**config.mk**
```make
export PLATFORM = sky130hd
export DESIGN_NAME = game_input_capture
export DESIGN_NICKNAME = d
export VERILOG_FILES = /design/src/rtl/game_input_capture.sv
export SDC_FILE = /design/constraint.sdc
export NUM_CORES = 1
export LEC_CHECK = 0
export ABC_AREA = 1
export CAP_MARGIN = 20
export CORE_MARGIN = 2
export CORE_UTILIZATION = 50
export CTS_CLUSTER_SIZE = 25
export DETAILED_ROUTE_END_ITERATION = 10
export DONT_BUFFER_PORTS = 1
export GPL_ROUTABILITY_DRIVEN = 0
export PLACE_DENSITY = 0.68
export SYNTH_ARGS = -nofsm -noshare
export SYNTH_HDL_FRONTEND = slang
export SYNTH_SLANG_ARGS = --single-unit
```
**constraint.sdc**
```tcl
create_clock -name clock -period 1.85 [get_ports clock]
set_input_delay 0 -clock clock [delete_from_list [all_inputs] [get_ports clock]]
set_output_delay 0 -clock clock [all_outputs]
set_load 0.03 [all_outputs]
```
**src/rtl/game_input_capture.sv**
```systemverilog
`default_nettype none
// +----------------------------------------------------------------------------+
// | Module   : game_input_capture                                              |
// | Purpose  : Button sync/debounce, frame, collision and tick capture feeding |
// |            the memory-mapped game registers r20/r22/r24/r26.               |
// | Revision : 1.0                                                             |
// +----------------------------------------------------------------------------+
module game_input_capture #(
    parameter int DEBOUNCE_CYCLES = 50000,
    parameter int TICK_DIV        = 50000
) (
    input  logic        clock,
    input  logic        ctrl_reset,
    input  logic        btn_jump_raw,
    input  logic        btn_pause_raw,
    input  logic        vsync_pulse,
    input  logic        collision_in,
    output logic [31:0] r20,
    output logic        button_signal_reg,
    output logic [31:0] r22,
    output logic        screen_signal_reg,
    output logic [31:0] r24,
    output logic        collision_signal_reg,
    output logic        pause_signal_reg,
    output logic [31:0] r26
);

    localparam int          c_jump       = 0;
    localparam int          c_pause      = 1;
    localparam logic [16:0] c_deb_target = 17'(DEBOUNCE_CYCLES);
    localparam logic [31:0] c_tick_last  = 32'(TICK_DIV - 1);

    logic [1:0]  w_raw;
    logic [1:0]  r_sync1;
    logic [1:0]  r_sync2;
    logic [1:0]  w_deb;
    logic [1:0]  r_deb_q;
    logic        r_coll_d1;
    logic        r_coll_d2;
    logic [31:0] r_presc;
    logic [31:0] r_frame_cnt;
    logic        w_jump_chg;
    logic        w_pause_rise;
    logic        w_coll_rise;

    assign w_raw = {btn_pause_raw, btn_jump_raw};
    assign r22   = r_frame_cnt;

    always_ff @(posedge clock) begin
        if (ctrl_reset) begin
            r_sync1 <= 2'b00;
            r_sync2 <= 2'b00;
        end else begin
            r_sync1 <= w_raw;
            r_sync2 <= r_sync1;
        end
    end

    // A level is accepted only after DEBOUNCE_CYCLES consecutive disagreeing samples.
    generate
        for (genvar gi = 0; gi < 2; gi++) begin : g_btn
            logic [15:0] r_cnt;
            logic        r_deb;
            logic [16:0] w_cnt_inc;

            assign w_cnt_inc = {1'b0, r_cnt} + 17'd1;
            assign w_deb[gi] = r_deb;

            always_ff @(posedge clock) begin
                if (ctrl_reset) begin
                    r_cnt <= 16'd0;
                    r_deb <= 1'b0;
                end else if (r_sync2[gi] == r_deb) begin
                    r_cnt <= 16'd0;
                end else if (w_cnt_inc == c_deb_target) begin
                    r_deb <= r_sync2[gi];
                    r_cnt <= 16'd0;
                end else begin
                    r_cnt <= w_cnt_inc[15:0];
                end
            end
        end
    endgenerate

    assign w_jump_chg   = w_deb[c_jump] ^ r_deb_q[c_jump];
    assign w_pause_rise = w_deb[c_pause] & ~r_deb_q[c_pause];
    assign w_coll_rise  = r_coll_d1 & ~r_coll_d2;

    // Frame, collision and timer all qualify on the pause level from before this edge.
    always_ff @(posedge clock) begin
        if (ctrl_reset) begin
            r_deb_q              <= 2'b00;
            r_coll_d1            <= 1'b0;
            r_coll_d2            <= 1'b0;
            r_presc              <= 32'd0;
            r_frame_cnt          <= 32'd0;
            r20                  <= 32'd0;
            r24                  <= 32'd0;
            r26                  <= 32'd0;
            button_signal_reg    <= 1'b0;
            screen_signal_reg    <= 1'b0;
            collision_signal_reg <= 1'b0;
            pause_signal_reg     <= 1'b0;
        end else begin
            r_deb_q   <= w_deb;
            r_coll_d1 <= collision_in;
            r_coll_d2 <= r_coll_d1;

            button_signal_reg <= w_jump_chg;
            if (w_jump_chg) begin
                r20 <= {31'd0, w_deb[c_jump]};
            end

            if (w_pause_rise) begin
                pause_signal_reg <= ~pause_signal_reg;
            end

            screen_signal_reg <= vsync_pulse & ~pause_signal_reg;
            if (vsync_pulse && !pause_signal_reg) begin
                r_frame_cnt <= r_frame_cnt + 32'd1;
            end

            collision_signal_reg <= w_coll_rise & ~pause_signal_reg;
            if (w_coll_rise && !pause_signal_reg) begin
                r24 <= 32'd1;
            end

            if (!pause_signal_reg) begin
                if (r_presc == c_tick_last) begin
                    r_presc <= 32'd0;
                    r26     <= r26 + 32'd1;
                end else begin
                    r_presc <= r_presc + 32'd1;
                end
            end
        end
    end

endmodule
`default_nettype wire
```
==> qor.yml, run 1 <==
run_status:
  status: "completed"
floorplanning:
  dieArea_sq_um: 16900
  coreArea_sq_um: 15700
  top_level_port_count: 138
  initial_utilization_pct: 50.6
  chipWidth_um: 130
  num_rows: 46
  die-height_um: 130
placed_design:
  post-dp-hpwl_mm: 13.2
  dpl.cell_count: 1497
  portBuffers: 0
sta:
  period_minus_slack_ns: 1.80
  final_hold_viol_count: 0
  post-route-period-util_pct: 97.3
  timing.setup.tns_ns: 0
  final_max_slew_viol_count: 0
  worst-slew-pin-transition_ns: 0.891
  finalSetupViolCount: 0
  skew_ns: 0.0131
  fmax_mhz: 556
  timing.slew.headroom_pct: 40.6
layout:
  design.final.nets: 1331
  layout-area-overhead-vs-synth_pct: 22.4
  antenna_cells: 0
  layout_common_cells: "sky130_fd_sc_hd__nand2_1 (277), sky130_fd_sc_hd__nor2_1 (197), sky130_fd_sc_hd__inv_1 (137), sky130_fd_sc_hd__dfxtp_1 (128), sky130_fd_sc_hd__buf_4 (100)"
  filler_cell_count: 1446
  finished_layout_cells: 1546
  post_route_cells_drive_above_1_share_pct: 17.2
  mostFrequentLayoutCell: "sky130_fd_sc_hd__nand2_1"
drt:
  first_iter_violations: 543
  dr_total_vias: 7655
  ant_nets: 0
  route.detailed.vias_per_inst: 4.95
  drc_viols: 0
  drt_first_pass_iters: 5
  post_drt_wl_per_cell_um: 12.3
  final_routed_wirelength_mm: 19.0
logic_synthesis:
  synth_edf_count: 0
  ys_seq_elements: 144
  synth_top_area_share_pct: 36.3
  netlist_instances: 1205
  ys.warnings.count: 0
  async_s_r_ff_share_synth_pct: 0
  synth.top_cells.by_area: "sky130_fd_sc_hd__dfxtp_1 (36%), sky130_fd_sc_hd__nand2_1 (14%), sky130_fd_sc_hd__nor2_1 (10%), sky130_fd_sc_hd__inv_1 (6.6%), sky130_fd_sc_hd__buf_4 (5.9%)"
  syn-mean-instance-area_sq_um: 6.59
  synth-main-ff-cell: "sky130_fd_sc_hd__dfxtp_1"
  synth.cell_area_sq_um: 7950
  yosys.cell_types.count: 38
  synth_largest_area_cell: "sky130_fd_sc_hd__dfxtp_1"
  yosysSeqAreaShare_pct: 36.3
grt:
  via_count_of_the_first_global_routing_pass: 6514
  first_pass_grt_wire_length_mm: 29.8
  grt_max_degree: 56
  grt.total_usage_pct: 21.8
  antenna_violations_before_repair: 0
  overflow: 0
critical_path:
  worst_ep_required_time_ns: 2.17
  startpoint_kind_of_the_worst_setup_timing_path: "register"
  worstPathMaxFanout: 6
  critical-path-slowest-cell: "sky130_fd_sc_hd__dfxtp_2"
  cp.arrival_ns: 2.12
  timing.critical_path.cells: "ha_4 > nand3_2 > nand2_1 > nand2_1 > nor2_1 > nand3_1 > nor3_4 > nand2_4 > and3_2"
  timing.critical_path.to_type: "register"
  setup.worst_path.class: "register to register"
  critical_path.most_common_cell: "sky130_fd_sc_hd__nand2_1"
  rrSetupSlack_ns: 0.05
  cpPeakStageDelay_ns: 0.36
clocking:
  numClockSinks: 144
  cts-htree-levels: 4
  clock_latency_ns: 0.43
  cts_inserted_buffers: 17
  worst_setup_hold_path_clk_slew_ns: 0.06
  cts_root_buffer: "sky130_fd_sc_hd__clkbuf_16"
  max-clock-path-buffers: 2
  cts_tree: "built"
hold_path:
  hp-class: "primary input to register"
power:
  total_power_mw: 7.07
  max-vdd-ir-drop_mv: 0.742
  leakagePower_nw: 3.91
  power_per_cell_area_nw_per_um2: 727
flow_run:
  timing.max_cap.violations: 0
[Yosys cell counts, types with 2 or more instances]
| library cell | number |
|---|---|
| sky130_fd_sc_hd__a31oi_1 | 2 |
| sky130_fd_sc_hd__nor3b_1 | 5 |
| sky130_fd_sc_hd__nor2_4 | 3 |
| sky130_fd_sc_hd__o21a_1 | 3 |
| sky130_fd_sc_hd__and3_2 | 4 |
| sky130_fd_sc_hd__nand3_2 | 2 |
| sky130_fd_sc_hd__a21oi_1 | 60 |
| sky130_fd_sc_hd__ha_1 | 7 |
| sky130_fd_sc_hd__nor4_1 | 3 |
| sky130_fd_sc_hd__nand3b_1 | 6 |
| sky130_fd_sc_hd__xor2_1 | 24 |
| sky130_fd_sc_hd__nor3_1 | 37 |
| sky130_fd_sc_hd__nor3_4 | 2 |
| sky130_fd_sc_hd__nand4_1 | 29 |
| sky130_fd_sc_hd__dfxtp_1 | 144 |
| sky130_fd_sc_hd__nor2_2 | 8 |
| sky130_fd_sc_hd__nand3_1 | 71 |
| sky130_fd_sc_hd__nor2_1 | 213 |
| sky130_fd_sc_hd__and2_1 | 2 |
| sky130_fd_sc_hd__nand2_1 | 286 |
| sky130_fd_sc_hd__o21ai_0 | 37 |
| sky130_fd_sc_hd__buf_4 | 62 |
| sky130_fd_sc_hd__o21bai_1 | 5 |
| sky130_fd_sc_hd__buf_6 | 3 |
| sky130_fd_sc_hd__buf_2 | 5 |
| sky130_fd_sc_hd__xnor2_1 | 16 |
| sky130_fd_sc_hd__clkbuf_1 | 11 |
| sky130_fd_sc_hd__nand2_2 | 6 |
| sky130_fd_sc_hd__inv_2 | 2 |
| sky130_fd_sc_hd__inv_1 | 139 |
[repair_timing]
action                                 4_1_cts  5_1_grt
setup endpoints to repair                   28       64
gates cloned                                 1        1
hold buffers                                 6        0
gates resized for setup                      4       82
setup buffers                                0       10
pin swaps                                    0       18
endpoints found under the hold margin       96        0
[path summary, 6_finish.rpt]
kind | cells past startpoint | endpoint | from
setup / recovery | 9 | g_btn[0].r_cnt[14] | g_btn[0].r_cnt[0]
hold / removal | 3 | r_coll_d1 | collision_in
setup reg to reg | 9 | g_btn[0].r_cnt[14] | g_btn[0].r_cnt[0]
hold reg to reg | 2 | r_sync2[0] | r_sync1[0]
[stage by stage]
stage	utilization [%]	hold slack (ns)	area, sq um	setup slack [ns]
3_3_place_gp	54.8	0.0778	8620	-0.0155
2_1_floorplan	-	0.107	8180	0.00393
4_1_cts	59.4	0.212	9340	0.00372
3_5_place_dp	54.8	0.0782	8620	-0.0925
5_1_grt	61.9	0.223	9720	-0.0476
6_report	61.9	0.222	9720	0.0506
[routing by layer]
layer  routed length [um]  global-route usage [%]
met1                 8660                    28.3
met2                 8930                    35.0
met3                 1220                    5.90
met4                  230                    7.40
met5                    0                       0
[kinds of logic after synthesis]
group,synth area share [%]
AO/OA/AOI/OAI,7.23
AND/OR/NAND/NOR,37.0
other,0.0472
XOR/XNOR,4.41
flip-flops,36.3
adder cells (fa/ha/maj),1.10
buffers and inverters,13.9
[power breakdown]
group / switching [mW] / internal [mW]
logic: 0.279 / 0.0591
registers: 0.0237 / 3.13
clock network: 1.33 / 2.26
total: 1.63 / 5.44
[worst max-delay path: cells and delay by family (launching register included)]
kind,cells,cell delay [ns]
fa+ha+maj,1,0.17
simple gates,8,1.17
flops,1,0.36
[cell type report]
type                            count  area, sq um  area share, %
Tap cell                          216          270           2.78
Clock buffer                       22          484           4.98
Timing Repair Buffer              112          913           9.39
Multi-Input combinational cell    900         4480           46.1
Clock inverter                      9          130           1.34
Inverter                          143          542           5.57
Sequential cell                   144         2900           29.9
(Power assumes the default switching activity.)
==> run 2: changes to the inputs <==
--- a/config.mk
+++ b/config.mk
@@ -13,7 +13,7 @@
 export DETAILED_ROUTE_END_ITERATION = 10
 export DONT_BUFFER_PORTS = 1
 export GPL_ROUTABILITY_DRIVEN = 0
-export PLACE_DENSITY = 0.68
+export PLACE_DENSITY_LB_ADDON = 0.2
 export SYNTH_ARGS = -nofsm -noshare
 export SYNTH_HDL_FRONTEND = slang
 export SYNTH_SLANG_ARGS = --single-unit
==> run 2 against run 1 <==
Against the previous run:
- combinational power is 3% higher
- cell area barely moved
- flip-flop and latch count did not move
- worst setup slack better by 0.0021 ns
- die area unchanged
- global-route usage up 0.92 points
- critical path depth rose by 1
- sequential power barely moved
- hold slack better by 0.024 ns
==> qor.yml, run 2 (synthesized netlist as in run 1, its figures left out) <==
critical_path:
  r2r.worst_path.cells: 10  # +1
  rrSetupSlack_ns: 0.05  # about the same
  startpoint_kind_of_the_worst_setup_timing_path: "register"
  setup.worst_path.class: "register to register"
  crit-reg2reg-launch: "g_btn[1].r_cnt[0]"
  worst_ep_required_time_ns: 2.16  # about the same
  rr_endpoint: "g_btn[1].r_cnt[13]"
  cp.arrival_ns: 2.10  # -0.02 ns
  worstPathMaxFanout: 8  # +2
  timing.critical_path.to_type: "register"
drt:
  drc_viols: 0  # unchanged
  post_drt_wl_per_cell_um: 12.3  # +0.13%
  final_routed_wirelength_mm: 19.1  # +0.59%
  ant_nets: 0  # unchanged
  route.detailed.vias_per_inst: 4.89  # -1.3%
  first_iter_violations: 475  # -13%
  drt_first_pass_iters: 5  # unchanged
  dr_total_vias: 7588  # -0.88%
sta:
  timing.slew.headroom_pct: 50.0  # +9.4 points
  final_max_slew_viol_count: 0  # unchanged
  finalSetupViolCount: 0  # unchanged
  final_hold_viol_count: 0  # unchanged
  worst-slew-pin-transition_ns: 0.751  # -0.141 ns
  fmax_mhz: 556  # +0.12%
  post-route-period-util_pct: 97.1  # -0.12 points
  period_minus_slack_ns: 1.80  # -0.00213 ns
  skew_ns: 0.00912  # -0.00402 ns
  timing.setup.tns_ns: 0  # unchanged
  rsz0062_at_grt: "true"
layout:
  post_route_cells_drive_above_1_share_pct: 17.1  # -0.090 points
  mostFrequentLayoutCell: "sky130_fd_sc_hd__nand2_1"
  layout-area-overhead-vs-synth_pct: 22.4  # about the same
  antenna_cells: 0  # unchanged
  design.final.nets: 1337  # +0.45%
  layout_common_cells: "sky130_fd_sc_hd__nand2_1 (279), sky130_fd_sc_hd__nor2_1 (198), sky130_fd_sc_hd__inv_1 (137), sky130_fd_sc_hd__dfxtp_1 (128), sky130_fd_sc_hd__buf_4 (107)"
  finished_layout_cells: 1553  # +0.45%
  filler_cell_count: 1418  # -1.9%
power:
  leakagePower_nw: 3.93  # +0.41%
  power_per_cell_area_nw_per_um2: 719  # -1.1%
  max-vdd-ir-drop_mv: 0.582  # -22%
hold_path:
  hp-class: "primary input to register"
  timing.hold.worst_endpoint: "r_sync1[1]"
  min_path_cells: 3  # unchanged
  min_from: "btn_pause_raw"
clocking:
  cts_tree: "built"
  worst_setup_hold_path_clk_slew_ns: 0.06  # about the same
  cts_root_buffer: "sky130_fd_sc_hd__clkbuf_16"
  clock_latency_ns: 0.42  # about the same
  max-clock-path-buffers: 2  # unchanged
  cts_inserted_buffers: 17  # unchanged
  cts-htree-levels: 4  # unchanged
  numClockSinks: 144  # unchanged
grt:
  grt_max_degree: 56  # unchanged
  grt.total_usage_pct: 22.7  # +0.92 points
  via_count_of_the_first_global_routing_pass: 6722  # +3.2%
  overflow: 0  # unchanged
  antenna_violations_before_repair: 0  # unchanged
  first_pass_grt_wire_length_mm: 31.1  # +4.3%
flow_run:
  timing.max_cap.violations: 0  # unchanged
placed_design:
  dpl.cell_count: 1503  # +0.40%
  portBuffers: 0  # unchanged
  post-dp-hpwl_mm: 13.7  # +3.4%
floorplanning:
  chipWidth_um: 130  # unchanged
  num_rows: 46  # unchanged
  coreArea_sq_um: 15700  # unchanged
  initial_utilization_pct: 50.6  # unchanged
  dieArea_sq_um: 16900  # unchanged
  top_level_port_count: 138  # unchanged
  die-height_um: 130  # unchanged
run_status:
  status: "completed"
run 2: changes by cell type in the layout (fill, tap and decap cells not counted), moves of 2 or more:
| cell | change |
|---|---|
| sky130_fd_sc_hd__dlygate4sd3_1 | +2 |
| sky130_fd_sc_hd__buf_6 | -3 |
| sky130_fd_sc_hd__xor2_1 | +3 |
| sky130_fd_sc_hd__and3_2 | +2 |
| sky130_fd_sc_hd__dfxtp_2 | -2 |
| sky130_fd_sc_hd__dfxtp_4 | +2 |
| sky130_fd_sc_hd__nor4_2 | -2 |
| sky130_fd_sc_hd__and3_4 | -2 |
| sky130_fd_sc_hd__nand2_2 | -2 |
| sky130_fd_sc_hd__buf_4 | +7 |
| sky130_fd_sc_hd__xor2_2 | -3 |
| sky130_fd_sc_hd__nand2_1 | +2 |
run 2: worst max path at each step:
stage                         end  slack [ns]              start
6_report       g_btn[1].r_cnt[13]        0.05  g_btn[1].r_cnt[0]
5_1_grt                   r22[28]       -0.05             r22[1]
4_1_cts        g_btn[0].r_cnt[15]       0.008  g_btn[0].r_cnt[0]
3_5_place_dp           r_presc[3]       -0.16         r_presc[1]
3_3_place_gp           r_presc[3]       -0.11         r_presc[0]
2_1_floorplan             r26[24]       0.004             r26[1]
run 2: cell type report:
cell class	instances	area (sq um)	share of cell area, %
multi-input cells	900	4450	45.8
flip-flops and latches	144	2910	29.9
repair buffers	118	947	9.74
inverters	143	542	5.57
clock buffers	24	502	5.16
well taps	216	270	2.78
clock inverters	8	100	1.03
run 2: power breakdown:
part | leakage, nW | switching [mW] | total (mW) | internal, mW
registers | 1.17 | 0.0263 | 3.15 | 3.12
clock network | 0.297 | 1.32 | 3.49 | 2.17
logic | 2.46 | 0.280 | 0.348 | 0.0682
run 2: per-stage QoR:
stage	setup slack, ns	instance area [sq um]	power [mW]	hold slack [ns]	utilization (%)
detailed placement	-0.155	8660	3.50	0.0772	55.1
global placement	-0.115	8660	3.50	0.0768	55.1
floorplan	0.00393	8180	3.58	0.107	-
finish	0.0527	9720	6.99	0.246	61.9
global route	-0.0511	9720	7.22	0.246	61.9
CTS	0.00837	9430	7.02	0.230	60.0
run 2: what timing repair did:
action	4_1_cts	5_1_grt
hold endpoints to repair	101	0
gates resized for setup	12	67
pin swaps	2	10
gates cloned	2	0
buffers inserted	0	8
setup endpoints to repair	39	60
hold buffers	8	0
run 2: layer usage:
metal	share of wire (%)	track usage (%)
met1	46	30.6
met2	46	35.8
met3	5.8	5.62
met4	1.4	7.27
met5	0	0
run 2: critical path: stages, from the launching register on:
cell	delay, ns
sky130_fd_sc_hd__dfxtp_4	0.38
sky130_fd_sc_hd__ha_4	0.16
sky130_fd_sc_hd__nand3_4	0.10
sky130_fd_sc_hd__xnor2_1	0.23
sky130_fd_sc_hd__nand2_1	0.07
sky130_fd_sc_hd__nor2_1	0.11
sky130_fd_sc_hd__nand3_1	0.13
sky130_fd_sc_hd__nor2_2	0.19
sky130_fd_sc_hd__nand2_2	0.13
sky130_fd_sc_hd__nand3_4	0.13
sky130_fd_sc_hd__nor2_1	0.06
==> run 3: changes to the inputs <==
--- a/config.mk
+++ b/config.mk
@@ -9,6 +9,7 @@
 export CAP_MARGIN = 20
 export CORE_MARGIN = 2
 export CORE_UTILIZATION = 50
+export CTS_BUF_LIST = sky130_fd_sc_hd__clkbuf_8
 export CTS_CLUSTER_SIZE = 25
 export DETAILED_ROUTE_END_ITERATION = 10
 export DONT_BUFFER_PORTS = 1
==> run 3 against run 2 <==
Against the previous run:
- clock skew grew 0.0036 ns
- clock power shrank 26%
- combinational power is essentially flat
- critical path depth stayed put
- clock-buffer cell count decreased by 2
- fmax grew 3.0%
- first-iteration DRC count decreased by 8.0%
- die area is the same
- power is 13% lower
- wire length shrank 1.6%
- largest cell class unchanged
==> qor.yml, run 3 (synthesized netlist as in run 1, its figures left out) <==
power:
  clkPwrFrac_pct: 42.5  # -7.5 points
  p_sw_share_pct: 24.9  # +1.6 points
  power_per_cell_area_nw_per_um2: 635  # -12%
  combinational_cell_fraction_of_total_power_pct: 5.7  # +0.7 points
  leakagePower_nw: 3.85  # -2.1%
  total_power_mw: 6.07  # -13%
  seq_power_share_pct: 51.8  # +6.7 points
  switching_power_mw: 1.51  # -7.2%
  cellInternalPower_mw: 4.56  # -15%
  max-vdd-ir-drop_mv: 0.404  # -31%
drt:
  drt_first_pass_iters: 5  # unchanged
  post_drt_wl_per_cell_um: 12.1  # -1.5%
  final_routed_wirelength_mm: 18.8  # -1.6%
  first_iter_violations: 437  # -8.0%
  dr_total_vias: 7531  # -0.75%
  route.detailed.vias_per_inst: 4.85  # -0.69%
  ant_nets: 0  # unchanged
  drc_viols: 0  # unchanged
placed_design:
  dpl_worst_slack_ns: -0.155  # unchanged
  portBuffers: 0  # unchanged
  post-dp-hpwl_mm: 13.7  # unchanged
  dpl.cell_count: 1503  # unchanged
  placement.cell_area_sq_um: 8660  # unchanged
hold_path:
  hp-class: "primary input to register"
sta:
  setup_slack_ns: 0.104  # +0.0516 ns
  skew_ns: 0.0127  # +0.00356 ns
  period_minus_slack_ns: 1.75  # -0.0516 ns
  rsz0062_at_grt: "true"
  finalSetupViolCount: 0  # unchanged
  fin_hold_ws_ns: 0.199  # -0.0469 ns
  final_max_slew_viol_count: 0  # unchanged
  worst-slew-pin-transition_ns: 0.737  # -0.0133 ns
  post-route-period-util_pct: 94.4  # -2.8 points
  timing.slew.headroom_pct: 50.8  # +0.89 points
  final_hold_viol_count: 0  # unchanged
  fmax_mhz: 573  # +3.0%
critical_path:
  worstPathMaxFanout: 4  # -4
  rrSetupSlack_ns: 0.10  # +0.05 ns
  setup.worst_path.class: "register to register"
  timing.critical_path.to_type: "register"
  startpoint_kind_of_the_worst_setup_timing_path: "register"
  worst_ep_required_time_ns: 2.19  # +0.03 ns
  cp.arrival_ns: 2.09  # about the same
floorplanning:
  coreArea_sq_um: 15700  # unchanged
  dieArea_sq_um: 16900  # unchanged
  top_level_port_count: 138  # unchanged
  num_rows: 46  # unchanged
  initial_utilization_pct: 50.6  # unchanged
  die-height_um: 130  # unchanged
  chipWidth_um: 130  # unchanged
run_status:
  status: "completed"
clocking:
  cts_inserted_buffers: 17  # unchanged
  cts-htree-levels: 4  # unchanged
  clock_latency_ns: 0.46  # +0.04 ns
  max-clock-path-buffers: 2  # unchanged
  cts_root_buffer: "sky130_fd_sc_hd__clkbuf_8"
  worst_setup_hold_path_clk_slew_ns: 0.08  # +0.02 ns
  cts_tree: "built"
  numClockSinks: 144  # unchanged
layout:
  post_route_cells_drive_above_1_share_pct: 17.7  # +0.61 points
  finished_layout_cells: 1552  # -0.064%
  layout-area-overhead-vs-synth_pct: 20.2
  filler_cell_count: 1458  # +2.8%
  antenna_cells: 0  # unchanged
  regArea_sq_um: 2910  # +0.13%
  finish.instance_area_sq_um: 9550  # -1.7%
  mostFrequentLayoutCell: "sky130_fd_sc_hd__nand2_1"
  design.final.nets: 1336  # -0.075%
  layout_common_cells: "sky130_fd_sc_hd__nand2_1 (277), sky130_fd_sc_hd__nor2_1 (197), sky130_fd_sc_hd__inv_1 (138), sky130_fd_sc_hd__dfxtp_1 (125), sky130_fd_sc_hd__buf_4 (107)"
  multiInputGateArea_sq_um: 4480  # +0.65%
grt:
  grt_max_degree: 56  # unchanged
  first_pass_grt_wire_length_mm: 30.7  # -1.3%
  via_count_of_the_first_global_routing_pass: 6647  # -1.1%
  overflow: 0  # unchanged
  antenna_violations_before_repair: 0  # unchanged
  grt.total_usage_pct: 22.4  # -0.27 points
flow_run:
  timing.max_cap.violations: 0  # unchanged
run 3: changes by cell type in the layout (fill, tap and decap cells not counted), sizes merged:
cell,change
clkbuf,-2
dlygate4sd3,-1
inv,+2
run 3: through the flow:
step                      util (%)  setup TNS (ns)
after floorplan                  -               0
after global placement        55.1           -2.24
after detailed placement      55.1           -3.27
after CTS                     58.8               0
after global routing          60.8          -0.169
final                         60.8               0
run 3: per-layer routing:
layer | track usage, % | vias up | part of all wire, % | wire [um]
met2 | 35.3 | 183 | 47 | 8800
met3 | 6.23 | 22 | 5.9 | 1110
li1 | - | 3925 | - | -
met4 | 6.70 | 0 | 1.2 | 229
met5 | 0 | - | 0 | 0
met1 | 30.1 | 3401 | 46 | 8710
run 3: final timing paths:
kind / startpoint / endpoint / cells after the start
setup / recovery: g_btn[0].r_cnt[5] / g_btn[0].r_deb / 10
hold / removal: collision_in / r_coll_d1 / 3
setup reg to reg: g_btn[0].r_cnt[5] / g_btn[0].r_deb / 10
hold reg to reg: r_sync1[0] / r_sync2[0] / 2
run 3: critical path: stages, from the launching register on:
cell and delay, ns:
sky130_fd_sc_hd__dfxtp_1 0.39, sky130_fd_sc_hd__nand2_1 0.17, sky130_fd_sc_hd__nor2_2 0.20, sky130_fd_sc_hd__nand3b_1 0.10
sky130_fd_sc_hd__nand2_1 0.09, sky130_fd_sc_hd__nand3_1 0.13, sky130_fd_sc_hd__nor3_4 0.24, sky130_fd_sc_hd__buf_4 0.15
sky130_fd_sc_hd__nand3_1 0.06, sky130_fd_sc_hd__nand2_1 0.06, sky130_fd_sc_hd__nor2_1 0.05
run 3: cell type report:
cell class / instances / area share, %
Clock buffer: 22 / 3.17
Clock inverter: 10 / 1.13
Inverter: 143 / 5.67
Multi-Input combinational cell: 900 / 46.9
Sequential cell: 144 / 30.5
Tap cell: 216 / 2.83
Timing Repair Buffer: 117 / 9.81
run 3: timing repair:
| item | CTS | global route |
|---|---|---|
| gates cloned | 2 | 0 |
| hold endpoints to repair | 105 | 0 |
| endpoints found under the setup margin | 40 | 60 |
| hold buffers | 7 | 0 |
| resized for setup | 13 | 77 |
| pin swaps | 2 | 17 |
| buffers inserted | 0 | 8 |
run 3: power by group through the flow:
stage	sequential, mW	combinational [mW]	clock, mW
after floorplan	3.22	0.357	0
after global placement	3.21	0.282	0
after detailed placement	3.21	0.284	0
after CTS	3.14	0.330	2.65
after global routing	3.15	0.380	2.76
final	3.14	0.345	2.58
